[src/rtl/floppy_test_pkg.sv]
// Shared types and pattern arithmetic for the floppy bus bring-up generators.
// Patterns are computed on a MAX_WIDTH container and cut down to the bus width by the caller.
package floppy_test_pkg;

  typedef enum logic [1:0] {
    ALL_TOGGLE = 2'd0,
    WALK_ONE   = 2'd1,
    WALK_ZERO  = 2'd2,
    COUNT      = 2'd3
  } pattern_mode_t;

  localparam int MAX_WIDTH = 64;

  typedef logic [MAX_WIDTH-1:0] pattern_t;

  function automatic pattern_t width_mask(input int width);
    pattern_t m;
    if (width >= MAX_WIDTH) begin
      m = '1;
    end else begin
      m = (pattern_t'(1'b1) << width) - pattern_t'(1'b1);
    end
    return m;
  endfunction

  function automatic pattern_t pattern_init(input pattern_mode_t mode, input int width);
    pattern_t v;
    case (mode)
      ALL_TOGGLE: v = '0;
      WALK_ONE:   v = pattern_t'(1'b1);
      WALK_ZERO:  v = width_mask(width) & ~pattern_t'(1'b1);
      COUNT:      v = '0;
      default:    v = '0;
    endcase
    return v;
  endfunction

  // value must already be confined to the low width bits for the rotate wrap to work
  function automatic pattern_t pattern_next(input pattern_mode_t mode, input pattern_t value,
                                            input int width);
    pattern_t mask;
    pattern_t v;
    mask = width_mask(width);
    case (mode)
      ALL_TOGGLE: v = ~value & mask;
      WALK_ONE:   v = ((value << 1) | (value >> (width - 1))) & mask;
      WALK_ZERO:  v = ((value << 1) | (value >> (width - 1))) & mask;
      COUNT:      v = (value + pattern_t'(1'b1)) & mask;
      default:    v = '0;
    endcase
    return v;
  endfunction

endpackage

[src/rtl/floppy_bus_pattern_gen_step_divider.sv]
// Free-running prescaler that flags the last clock of every HALF_PERIOD window.
// Holding clear parks the count at zero so the first window after release is a full one.
module step_divider #(
  parameter int HALF_PERIOD = 50000
) (
  input  logic clk,
  input  logic rst_n,
  input  logic clear,
  output logic step
);

  localparam int PW = (HALF_PERIOD > 1) ? $clog2(HALF_PERIOD) : 1;
  localparam logic [PW-1:0] LAST = PW'(HALF_PERIOD - 1);
  localparam logic [PW-1:0] ONE  = PW'(1);

  logic [PW-1:0] presc_r;

  // prescaler count, wrapping on the last clock of each window
  always_ff @(posedge clk or negedge rst_n) begin
    if (!rst_n) begin
      presc_r <= '0;
    end else if (clear) begin
      presc_r <= '0;
    end else if (presc_r == LAST) begin
      presc_r <= '0;
    end else begin
      presc_r <= presc_r + ONE;
    end
  end

  assign step = (presc_r == LAST);

endmodule

[src/rtl/floppy_bus_pattern_gen.sv]
// Floppy bus bring-up pattern generator: drives every pin with a selectable pattern,
// stepping every HALF_PERIOD clocks, with a one-cycle tick on each step for scope triggering.
module floppy_bus_pattern_gen
  import floppy_test_pkg::*;
#(
  parameter int WIDTH       = 16,
  parameter int HALF_PERIOD = 50000
) (
  input  logic             clk,
  input  logic             rst_n,
  input  logic             enable,
  input  logic [1:0]       mode,
  output logic [WIDTH-1:0] bus,
  output logic             tick,
  output logic [1:0]       active_mode
);

  logic             run_r;
  logic             clear_s;
  logic             step_s;
  logic [WIDTH-1:0] init_s;
  logic [WIDTH-1:0] next_s;

  assign clear_s = ~enable | ~run_r;

  step_divider #(
    .HALF_PERIOD(HALF_PERIOD)
  ) u_step_divider (
    .clk  (clk),
    .rst_n(rst_n),
    .clear(clear_s),
    .step (step_s)
  );

  // candidate pattern values: fresh start for the requested mode, or one step of the running one
  always_comb begin
    init_s = WIDTH'(pattern_init(pattern_mode_t'(mode), WIDTH));
    next_s = WIDTH'(pattern_next(pattern_mode_t'(active_mode), pattern_t'(bus), WIDTH));
  end

  // run control and pattern register; a dropped enable takes priority over any mode change
  always_ff @(posedge clk or negedge rst_n) begin
    if (!rst_n) begin
      run_r       <= 1'b0;
      bus         <= '0;
      tick        <= 1'b0;
      active_mode <= 2'd0;
    end else if (!enable) begin
      run_r <= 1'b0;
      bus   <= '0;
      tick  <= 1'b0;
    end else if (!run_r) begin
      run_r       <= 1'b1;
      active_mode <= mode;
      bus         <= init_s;
      tick        <= 1'b0;
    end else if (step_s) begin
      tick <= 1'b1;
      if (mode == active_mode) begin
        bus <= next_s;
      end else begin
        active_mode <= mode;
        bus         <= init_s;
      end
    end else begin
      tick <= 1'b0;
    end
  end

endmodule

[config.mk]
export PLATFORM = sky130hd
export DESIGN_NAME = floppy_bus_pattern_gen
export DESIGN_NICKNAME = d
export VERILOG_FILES = /design/src/rtl/floppy_test_pkg.sv /design/src/rtl/floppy_bus_pattern_gen_step_divider.sv /design/src/rtl/floppy_bus_pattern_gen.sv
export SDC_FILE = /design/constraint.sdc
export NUM_CORES = 1
export LEC_CHECK = 0
export CAP_MARGIN = 30
export CORE_MARGIN = 3
export CORE_UTILIZATION = 31
export DETAILED_ROUTE_END_ITERATION = 7
export HOLD_SLACK_MARGIN = 0.02
export SLEW_MARGIN = 20
export SYNTH_ARGS = -nofsm -noshare
export SYNTH_HDL_FRONTEND = slang
export SYNTH_HIERARCHICAL = 1
export SYNTH_SLANG_ARGS = --single-unit
export TNS_END_PERCENT = 100
[constraint.sdc]
create_clock -name clk -period 2.59 [get_ports clk]
set_clock_uncertainty 0.05 [all_clocks]
set_input_delay 0.518 -clock clk [delete_from_list [all_inputs] [get_ports clk]]
set_output_delay 0.518 -clock clk [all_outputs]
set_load 0.05 [all_outputs]
==> flow_summary.toml <==
[sta]
relSlewSlack_pct = 44.9
rsz0062_at_grt = "false"
slew_viol_final = 0
tightest_slew_ns = 0.827
setup_viol = 0
min_period_ns = 2.41
hold_ws_ns = 0.260
finalSetupTns_ns = 0
hold_viol = 0
period_share_pct = 93.1
setup_slack_ns = 0.178
fmax_mhz = 415

[logic_synthesis]
synth-edff-count = 0
synth_top_area_cell = "dfrtp_1"
synth_fp_nets = 278
ys_ff_latch = 36
synthesis.area_mm2 = 0.00231
synth_area_leaders = "dfrtp_1 39%, nand2_1 5.2%, xnor2_1 4.9%, nor2_1 4.1%, a21oi_1 3.2%"
netlist.area_leader.share_pct = 38.9
synth_flop_cell = "dfrtp_1"
synthCells = 269
synth-async-reset-ratio_pct = 100
avgSynthCellArea_um2 = 8.60
netlist-cell-type-count = 54
synth.yosys.seq_area_share_pct = 38.9
ys_warn_count = 6

[worst_setup_path]
cp.required_ns = 2.77
critPathKind = "reg2reg"
start_kind = "flip-flop"
cp-end-kind = "flip-flop"
cp_max_fo = 7
arrival_ns = 2.60

[status]
status = "complete, no violations"

[run]
drv_cap = 0

[drt]
via_count = 2145
detail_route.wl_per_cell_um = 15.0
drtPass1Iterations = 4
drt_iter0_markers = 95
drc = 0
ant_nets = 0
wl_um = 5910
viasPerCell = 5.43

[cells_and_area]
diodes = 0
final_layout_size_suffix_gt1_share_pct = 10.0
fin_cells = 395
final_nets = 307
area.growth.synth_to_final_pct = 20.7
final_util_pct = 39.8
stdcell_area_mm2 = 0.00279
fillers = 718

[floorplanning]
core_mm2 = 0.00702
start_util_pct = 33.0
ios = 24
fp.dieArea_mm2 = 0.00853
die_w_um = 92.4
row_count = 30
fp.dieH_um = 92.4

[pwr]
p_switching_mw = 0.515
p_comb_share_pct = 25.0
seqPwrFrac_pct = 41.8
total_leakage_power_nw = 1.06
power.internal_mw = 1.00
ir_drop_mv = 0.263
swShare_pct = 33.9
finalPower_mw = 1.52
p_clk_share_pct = 33.3
cellPowerDensity_mw_per_mm2 = 544

[clocking]
cts_tree = "yes"
post_cts_buffers = 0
clockBufferDepth = 2
ctsResizeCount = 0
h-tree-depth = 2
clkLatencyLatePin_ns = 0.30
clk_pin_slew_worst_paths_ns = 0.08
numCtsBuffers = 5
holdBufCountCts = 0
clock-sinks = 36
cts_root_buffer = "clkbuf_8"

[grt]
antenna_found_initial = 0
grt-ovfl-total = 0
gr-usage-all-layers_pct = 14.8
grt_max_degree = 37
first_global_vias = 2061
grt_pass1_wl_um = 10200

[hold_path]
hold_path.class = "in2async"

[placement]
port_buffers = 23
pre_cts_slack_ns = 0.171
place_inst = 386
placed_area_mm2 = 0.00267
dp_hpwl_um = 4110
gp_congestion = 0.790
[cells in the mapped netlist, drive strengths merged, types with 3 or more instances]
library cell / number
xor2: 5
nor2b: 4
and3: 6
a21oi: 16
xnor2: 13
nand4: 6
a221o: 5
dfrtp: 36
a31oi: 5
inv: 14
nor2: 25
nor4: 9
clkbuf: 5
a221oi: 3
buf: 8
o22ai: 4
nand2: 32
ha: 4
o21ai: 15
nor3: 8
a32oi: 3
nand3: 11
[power groups by stage]
stage | Sequential [mW] | Combinational [mW] | Clock (mW)
floorplan | 0.703 | 0.192 | 0
global placement | 0.645 | 0.376 | 0
detailed placement | 0.644 | 0.376 | 0
CTS | 0.633 | 0.379 | 0.520
global route | 0.640 | 0.415 | 0.548
finish | 0.634 | 0.380 | 0.505
[worst max-delay path, cell delays in order (launching register included)]
cell	delay, ns
dfrtp_1	0.43
or4b_1	0.53
nor4_2	0.35
o21ai_1	0.25
nor3_1	0.54
a221o_1	0.20
[per-layer routing]
layer / GRT usage [%] / up-vias / wire (um)
li1: - / 1049 / -
met1: 19.3 / 1030 / 2790
met2: 23.9 / 58 / 2750
met3: 4.14 / 8 / 309
met4: 4.21 / 0 / 61
met5: 0 / - / 0
[final cells by class]
class	count	area (um2)	share of cell area [%]
inverter	14	52.6	1.88
clock inverter	3	42.5	1.52
multi-input combinational	206	1290	46.3
sequential	36	901	32.3
timing repair buffer	35	315	11.3
tap	96	120	4.30
clock buffer	5	68.8	2.47
[cell families (layout without fill, tap and decap cells)]
logic type	Yosys count	after routing	share of synthesized area, %
simple gates	114	114	25.9
compound gates	66	66	19.1
flops	36	36	38.9
buf+inv	27	57	5.25
xor+xnor	18	18	6.81
fa+ha+maj	4	4	2.16
mux	4	4	1.84
[sequential cells by signal, summed over array words and instances (netlist names)]
register / flops
u_step_divider/presc_r: 16
run_r: 1
bus: 16
tick: 1
active_mode: 2
[path summary, 6_finish.rpt]
check	start	endpoint	cells after the start	slack (ns)
worst min-delay path	rst_n	u_step_divider/presc_r[9]	1	0.26
worst max-delay path	u_step_divider/presc_r[7]	bus[14]	5	0.18
min in group clk	u_step_divider/presc_r[0]	u_step_divider/presc_r[0]	1	0.44
worst max register to register	u_step_divider/presc_r[7]	bus[14]	5	0.18
worst min register to register	u_step_divider/presc_r[0]	u_step_divider/presc_r[0]	1	0.44
max in group asynchronous	rst_n	bus[3]	1	1.70
[layout by cell type, fill, tap and decap left out, types with 5 or more instances in the layout]
cell / count
xnor2_1: 13
nand4_1: 5
and3_1: 5
nor2_1: 25
dfrtp_1: 36
a21oi_1: 15
inv_1: 14
buf_4: 12
o21ai_0: 14
clkdlybuf4s50_1: 22
clkbuf_8: 5
nor3_1: 8
nand2_1: 32
a221o_1: 5
nand3_1: 10
xor2_1: 5
nor4_1: 8
a31oi_1: 5
(Power assumes the default switching activity.)
